File: src/rtl/adc_overrange_monitor_if.sv
// Bundle of per-channel ADC overrange inputs and the status outputs
// reported back to the register interface.
interface adc_overrange_monitor_if #(
  parameter int NCHAN = 2,
  parameter int CNT_W = 16
);
  logic [NCHAN-1:0]       overrange;
  logic                   clear;
  logic [NCHAN-1:0]       clear_mask;
  logic [NCHAN-1:0]       overrange_latched;
  logic                   overrange_any;
  logic [NCHAN-1:0]       overrange_stretch;
  logic [NCHAN*CNT_W-1:0] event_count;

  // The ADC front end and clear source drive the inputs and observe status.
  modport master (
    output overrange,
    output clear,
    output clear_mask,
    input  overrange_latched,
    input  overrange_any,
    input  overrange_stretch,
    input  event_count
  );

  // The monitor itself consumes the inputs and produces status.
  modport slave (
    input  overrange,
    input  clear,
    input  clear_mask,
    output overrange_latched,
    output overrange_any,
    output overrange_stretch,
    output event_count
  );
endinterface

File: src/rtl/adc_overrange_monitor.sv
// Multi-channel ADC overrange monitor: sticky flags, saturating event
// counters and pulse-stretched indicators, all in the ADC clock domain.
// A rising edge of clear wipes the flags and counters of the selected
// channels; the stretch indicators are never touched by clear.
module adc_overrange_monitor #(
  parameter int NCHAN       = 2,
  parameter int CNT_W       = 16,
  parameter int HOLD_CYCLES = 12288000
) (
  input logic                  aclk,
  input logic                  arstn,
  adc_overrange_monitor_if.slave bus
);

  localparam int TIMER_W = $clog2(HOLD_CYCLES + 1);

  logic [NCHAN-1:0]       ovr_d;
  logic                   clear_d;
  logic [NCHAN-1:0]       latched_q;
  logic                   any_q;
  logic [NCHAN-1:0]       stretch_q;
  logic [NCHAN*CNT_W-1:0] count_q;
  logic [TIMER_W-1:0]     timer_q [NCHAN];

  logic [NCHAN-1:0]       ev;
  logic                   clr_ev;
  logic [NCHAN-1:0]       clr_sel;
  logic [NCHAN-1:0]       latched_nxt;

  // Edge detection and next-state sticky flags; overrange beats a clear.
  always_comb begin
    ev          = bus.overrange & ~ovr_d;
    clr_ev      = bus.clear & ~clear_d;
    clr_sel     = {NCHAN{clr_ev}} & bus.clear_mask;
    latched_nxt = latched_q;
    for (int i = 0; i < NCHAN; i++) begin
      if (bus.overrange[i]) begin
        latched_nxt[i] = 1'b1;
      end else if (clr_sel[i]) begin
        latched_nxt[i] = 1'b0;
      end
    end
  end

  // All state: history registers, flags, counters and stretch timers.
  always_ff @(posedge aclk) begin
    if (!arstn) begin
      ovr_d     <= '0;
      clear_d   <= 1'b0;
      latched_q <= '0;
      any_q     <= 1'b0;
      stretch_q <= '0;
      count_q   <= '0;
      for (int i = 0; i < NCHAN; i++) begin
        timer_q[i] <= '0;
      end
    end else begin
      ovr_d     <= bus.overrange;
      clear_d   <= bus.clear;
      latched_q <= latched_nxt;
      any_q     <= |latched_nxt;
      for (int i = 0; i < NCHAN; i++) begin
        if (clr_sel[i]) begin
          count_q[i*CNT_W +: CNT_W] <= {{(CNT_W-1){1'b0}}, ev[i]};
        end else if (ev[i] && (count_q[i*CNT_W +: CNT_W] != {CNT_W{1'b1}})) begin
          count_q[i*CNT_W +: CNT_W] <= count_q[i*CNT_W +: CNT_W] + CNT_W'(1);
        end

        stretch_q[i] <= bus.overrange[i] | (timer_q[i] != '0);
        if (bus.overrange[i]) begin
          timer_q[i] <= TIMER_W'(HOLD_CYCLES);
        end else if (timer_q[i] != '0) begin
          timer_q[i] <= timer_q[i] - TIMER_W'(1);
        end
      end
    end
  end

  assign bus.overrange_latched = latched_q;
  assign bus.overrange_any     = any_q;
  assign bus.overrange_stretch = stretch_q;
  assign bus.event_count       = count_q;

endmodule

File: src/flat_wrapper.sv
// flat-port wrapper written by rule: the top's interface ports become plain ports
module adc_overrange_monitor_flat 
#(
  parameter int NCHAN       = 2,
  parameter int CNT_W       = 16,
  parameter int HOLD_CYCLES = 12288000
)
  (aclk, arstn, bus_overrange, bus_clear, bus_clear_mask, bus_overrange_latched, bus_overrange_any, bus_overrange_stretch, bus_event_count);
  adc_overrange_monitor_if #(.NCHAN(NCHAN), .CNT_W(CNT_W)) bus_i ();
  input logic aclk;
  input logic arstn;
  input wire logic [$bits(bus_i.overrange)-1:0] bus_overrange;
  input wire logic [$bits(bus_i.clear)-1:0] bus_clear;
  input wire logic [$bits(bus_i.clear_mask)-1:0] bus_clear_mask;
  output wire logic [$bits(bus_i.overrange_latched)-1:0] bus_overrange_latched;
  output wire logic [$bits(bus_i.overrange_any)-1:0] bus_overrange_any;
  output wire logic [$bits(bus_i.overrange_stretch)-1:0] bus_overrange_stretch;
  output wire logic [$bits(bus_i.event_count)-1:0] bus_event_count;
  assign bus_i.overrange = bus_overrange;
  assign bus_i.clear = bus_clear;
  assign bus_i.clear_mask = bus_clear_mask;
  assign bus_overrange_latched = bus_i.overrange_latched;
  assign bus_overrange_any = bus_i.overrange_any;
  assign bus_overrange_stretch = bus_i.overrange_stretch;
  assign bus_event_count = bus_i.event_count;
  adc_overrange_monitor #(.NCHAN(NCHAN), .CNT_W(CNT_W), .HOLD_CYCLES(HOLD_CYCLES)) u_core (.aclk(aclk), .arstn(arstn), .bus(bus_i));
endmodule
File: config.mk
export PLATFORM = sky130hd
export DESIGN_NAME = adc_overrange_monitor_flat
export DESIGN_NICKNAME = d
export VERILOG_FILES = /design/src/rtl/adc_overrange_monitor_if.sv /design/src/rtl/adc_overrange_monitor.sv /design/src/flat_wrapper.sv
export SDC_FILE = /design/constraint.sdc
export NUM_CORES = 1
export LEC_CHECK = 0
export ABC_AREA = 1
export CORE_AREA = 3 3 119 121
export CTS_BUF_LIST = sky130_fd_sc_hd__clkbuf_8
export DETAILED_ROUTE_END_ITERATION = 12
export DIE_AREA = 0 0 122 124
export GPL_ROUTABILITY_DRIVEN = 0
export PLACE_DENSITY = 0.56
export SETUP_SLACK_MARGIN = 0.4
export SYNTH_ARGS = -nofsm -noshare
export SYNTH_HDL_FRONTEND = slang
export SYNTH_SLANG_ARGS = --single-unit
export TNS_END_PERCENT = 1
File: constraint.sdc
create_clock -name aclk -period 6.6 [get_ports aclk]
set_input_delay 0.66 -clock aclk [delete_from_list [all_inputs] [get_ports aclk]]
set_output_delay 0.66 -clock aclk [all_outputs]
set_load 0.02 [all_outputs]
==> reports/results.txt <==
The logs give 16.48% for the overall fraction of global-route tracks in use and 0 for the number of gates resized after cts. The post-synthesis instance area was 5220 um2. The worst-skew pair later-pin latency came out at 0.38 ns. The class of the tightest hold or removal check was flip-flop to flip-flop. The area growth from synthesis to layout is 15.00%. Measured in cells, the most critical reg-to-reg path has a length of 7.

STA puts the critical path data arrival time at 2.84 ns. Number of buffers and inverters on the critical path: 2. The power density normalized to cell area is 212.4 nW/um2, and the max-slew violation total from the final report is 0. Summing internal, switching and leakage power gives 1.275 mW.

Row generation in the floorplan step produced 42 rows. Clock-pin slew was measured on the worst setup and hold paths at 0.08 ns. The total global routing overflow was 0. The post-route netlist has 6.394% of its cells at a drive strength greater than 1. The utilization of the core after routing came out at 45.51%.

The starting density of the core was 39.58%; the number of clock sinks seen by CTS was 88. For the number of antenna violations at the first check in global routing, the log shows 0. The count of nets left with antenna violations once routing finished came out at 0.

The largest buffer count on any clock path was 2; the setup slack after layout was 3.755 ns. The largest net degree at the start of global routing is 25. In this run the post-CTS setup repair buffer count came out at 0. The worst-case IR drop observed on VDD is 0.08089 mV.

The worst-margin pin slew came out at 1.135 ns. Setup total negative slack on the finished layout was measured at 0 ns. During synthesis, Yosys emitted a total of 0 warnings.

The number of nets in the layout is 789, and the reported max-cap violation count is 0. The flow ran to the end, and the final reports show no timing, DRC or antenna violations. The share of the clock period used by the worst path was 43.10%. In the final routed layout, each cell accounts on average for 12.28 um. In this run, post-CTS hold repair placed 0 buffers.

The synthesized net count was 745; the distinct cell type count of the synthesized netlist was 30. The H-tree was split into 3 levels. Setup repair after global routing left no endpoint under its margin. Data on the critical path is required at its endpoint by 6.60 ns. Static timing analysis puts the maximum clock frequency at 351.5 MHz. The classification of the worst setup path was input pin to flip-flop.

The region available for standard cell placement spans 13190 um2. The die extent in x was 122 um; the number of antenna repair diodes was 0. The critical path ends at u_core.timer_q[1][22].

Counting every instance in the synthesized netlist gives 733. The via count of the first global-routing pass came out at 4312. Counting the buffers created by CTS gives 9. The run gives 0 as the number of hold violations in the final report.

After the first detailed-routing iteration, the DRC count stood at 223. The number of vias per cell after detailed routing was 4.834; the largest fanout on the critical path was 24. Walking the worst path, the cells encountered are clkdlybuf4s50_1 > inv_1 > nor2_1 > nand2_2 > nand2_1. For the first-pass GRT wire length, the log shows 20150 um. The origin of the worst setup path is arstn. The final HPWL from detailed placement is 8667 um. The tools report the library cell used as clock root buffer as sky130_fd_sc_hd__clkbuf_8. For this design the static power due to leakage is 2.394 nW. The worst pin sits at a relative slew slack of 24.12%.

The count of boundary I/O pins was 44; the pre-CTS setup slack was 3.319 ns. The detailed router placed 4631 vias in this run. The count of buffers from port buffering is 43.

The setup slack on the worst flop-to-flop path was 3.91 ns; the worst stage delay on the critical path was 0.84 ns. The worst register-to-register path begins at u_core.timer_q[0][0]. STA classifies the critical path endpoint as a flip-flop.

Setup violations remaining at the end of the flow were counted as 0. The first detailed-routing pass took 4 iterations. Measured along the y axis, the die boundary spans 124 um.

On the critical path the largest part of the delay comes from simple AND/OR/NAND/NOR gates. Path length in cells of the critical path: 5. Between clock sinks in the finished design, the worst skew comes to 0.01201 ns. The worst register-to-register path ends at u_core.timer_q[0][13]. After synthesis the netlist holds a flip-flop and latch count of 88.

After detailed routing, the number of remaining DRC violations is 0. TritonCTS built the clock tree. Summing the sequential cell areas from Yosys gives 42.95% of the chip area.

The tools report the kind of launch point of the worst setup path as an input pin. The average footprint of a synthesized cell is 7.121 um2, and the detailed-route wire length is 11760 um. The die covers 15130 um2.

The largest individual stage delay along the critical path comes from the cell sky130_fd_sc_hd__nand2_1. The clock period could shrink to 2.845 ns.
-- placed cells by master (no fill, tap or decap) --
cell type                           n
sky130_fd_sc_hd__xnor2_1           14
sky130_fd_sc_hd__nand2_1          222
sky130_fd_sc_hd__nor3_1             5
sky130_fd_sc_hd__nor3b_1            1
sky130_fd_sc_hd__clkbuf_8           9
sky130_fd_sc_hd__nand3b_1           2
sky130_fd_sc_hd__nand3_1           45
sky130_fd_sc_hd__bufinv_16          2
sky130_fd_sc_hd__or2_2              3
sky130_fd_sc_hd__nor2_2            11
sky130_fd_sc_hd__and3_1             2
sky130_fd_sc_hd__nand2_2            4
sky130_fd_sc_hd__nor2_4             4
sky130_fd_sc_hd__a21oi_1           32
sky130_fd_sc_hd__a21boi_0           1
sky130_fd_sc_hd__xor2_1            15
sky130_fd_sc_hd__nand4_1           22
sky130_fd_sc_hd__inv_2              4
sky130_fd_sc_hd__edfxtp_1          48
sky130_fd_sc_hd__inv_1             70
sky130_fd_sc_hd__nor2_1           154
sky130_fd_sc_hd__ha_1               5
sky130_fd_sc_hd__nand3_2            1
sky130_fd_sc_hd__a21oi_2            9
sky130_fd_sc_hd__nand2_4            2
sky130_fd_sc_hd__o21ai_0           11
sky130_fd_sc_hd__clkdlybuf4s50_1   43
sky130_fd_sc_hd__dfxtp_1           40
sky130_fd_sc_hd__inv_4              1
-- power by group --
part / switching [mW] / internal (mW) / total [mW]
combinational: 0.149 / 0.0725 / 0.222
clock: 0.196 / 0.208 / 0.405
sequential: 0.0313 / 0.617 / 0.649
total: 0.377 / 0.898 / 1.28
-- worst reg2reg max path, delay by kind of cell (launching register included) --
family	cells	cell delay [ns]
fa+ha+maj	1	0.20
simple gates	5	1.38
flops	1	0.42
buf+inv	1	0.10
-- cells by family (layout without fill, tap and decap cells) --
| family | Yosys count | after routing | share of synthesized area, % |
|---|---|---|---|
| simple gates | 478 | 478 | 38.78 |
| flops | 88 | 88 | 42.95 |
| buf+inv | 80 | 129 | 6.424 |
| compound gates | 53 | 53 | 5.777 |
| xor+xnor | 29 | 29 | 4.866 |
| fa+ha+maj | 5 | 5 | 1.198 |
-- registers in the layout, summed over array words and instances, names as in the netlist --
signal	cells
u_core.timer_q	48
u_core.bus.event_count	32
u_core.bus.overrange_latched	2
u_core.bus.overrange_stretch	2
u_core.ovr_d	2
u_core.bus.overrange_any	1
u_core.clear_d	1
-- synth_stat cells (all sizes together) --
| library cell | number | share of area [%] |
|---|---|---|
| a21oi | 41 | 4.6 |
| nand3b | 2 | 0.29 |
| nand4 | 22 | 2.6 |
| nand3 | 46 | 4.5 |
| xor2 | 15 | 2.5 |
| nor2 | 169 | 13 |
| xnor2 | 14 | 2.3 |
| clkbuf | 1 | 0.072 |
| ha | 5 | 1.2 |
| or2 | 3 | 0.36 |
| buf | 9 | 1.3 |
| nor3b | 1 | 0.14 |
| inv | 70 | 5.0 |
| a21boi | 1 | 0.14 |
| nor3 | 5 | 0.48 |
| and3 | 2 | 0.24 |
| nand2 | 228 | 17 |
| o21ai | 11 | 1.1 |
| dfxtp | 40 | 15 |
| edfxtp | 48 | 28 |
-- how the worst min path moves through the flow --
stage	startpoint	endpoint	slack (ns)	cells after the start
global route	u_core.bus.event_count[20]	u_core.bus.event_count[20]	0.56	2
floorplan	u_core.timer_q[1][0]	u_core.timer_q[1][0]	0.53	1
CTS	u_core.bus.event_count[22]	u_core.bus.event_count[22]	0.53	2
detailed placement	u_core.bus.overrange_latched[0]	u_core.bus.overrange_latched[0]	0.52	2
finish	u_core.bus.event_count[22]	u_core.bus.event_count[22]	0.53	2
global placement	u_core.bus.event_count[20]	u_core.bus.event_count[20]	0.51	2
-- through the flow --
step | std cells | cell area (um2) | hold WS, ns
floorplan | 733 | 5220 | 0.5304
global route | 958 | 6003 | 0.5570
global placement | 942 | 5798 | 0.5123
CTS | 958 | 6003 | 0.5314
detailed placement | 942 | 5798 | 0.5152
finish | 958 | 6003 | 0.5306
-- metal layers --
layer	up-vias	track usage, %	wire [um]
li1	2431	-	-
met4	0	7.143	231
met5	-	0	0
met3	14	2.906	348
met2	69	26.80	5369
met1	2117	21.63	5814
-- final cells by class --
type | instances | area, um2
Tap cell | 176 | 220.2
Timing Repair Buffer | 43 | 430.4
Inverter | 70 | 262.8
Clock inverter | 7 | 81.33
Fill cell | 1360 | 7187
Clock buffer | 9 | 123.9
Multi-Input combinational cell | 565 | 2643
Sequential cell | 88 | 2242
No activity file was read; power rests on OpenSTA's default activity.
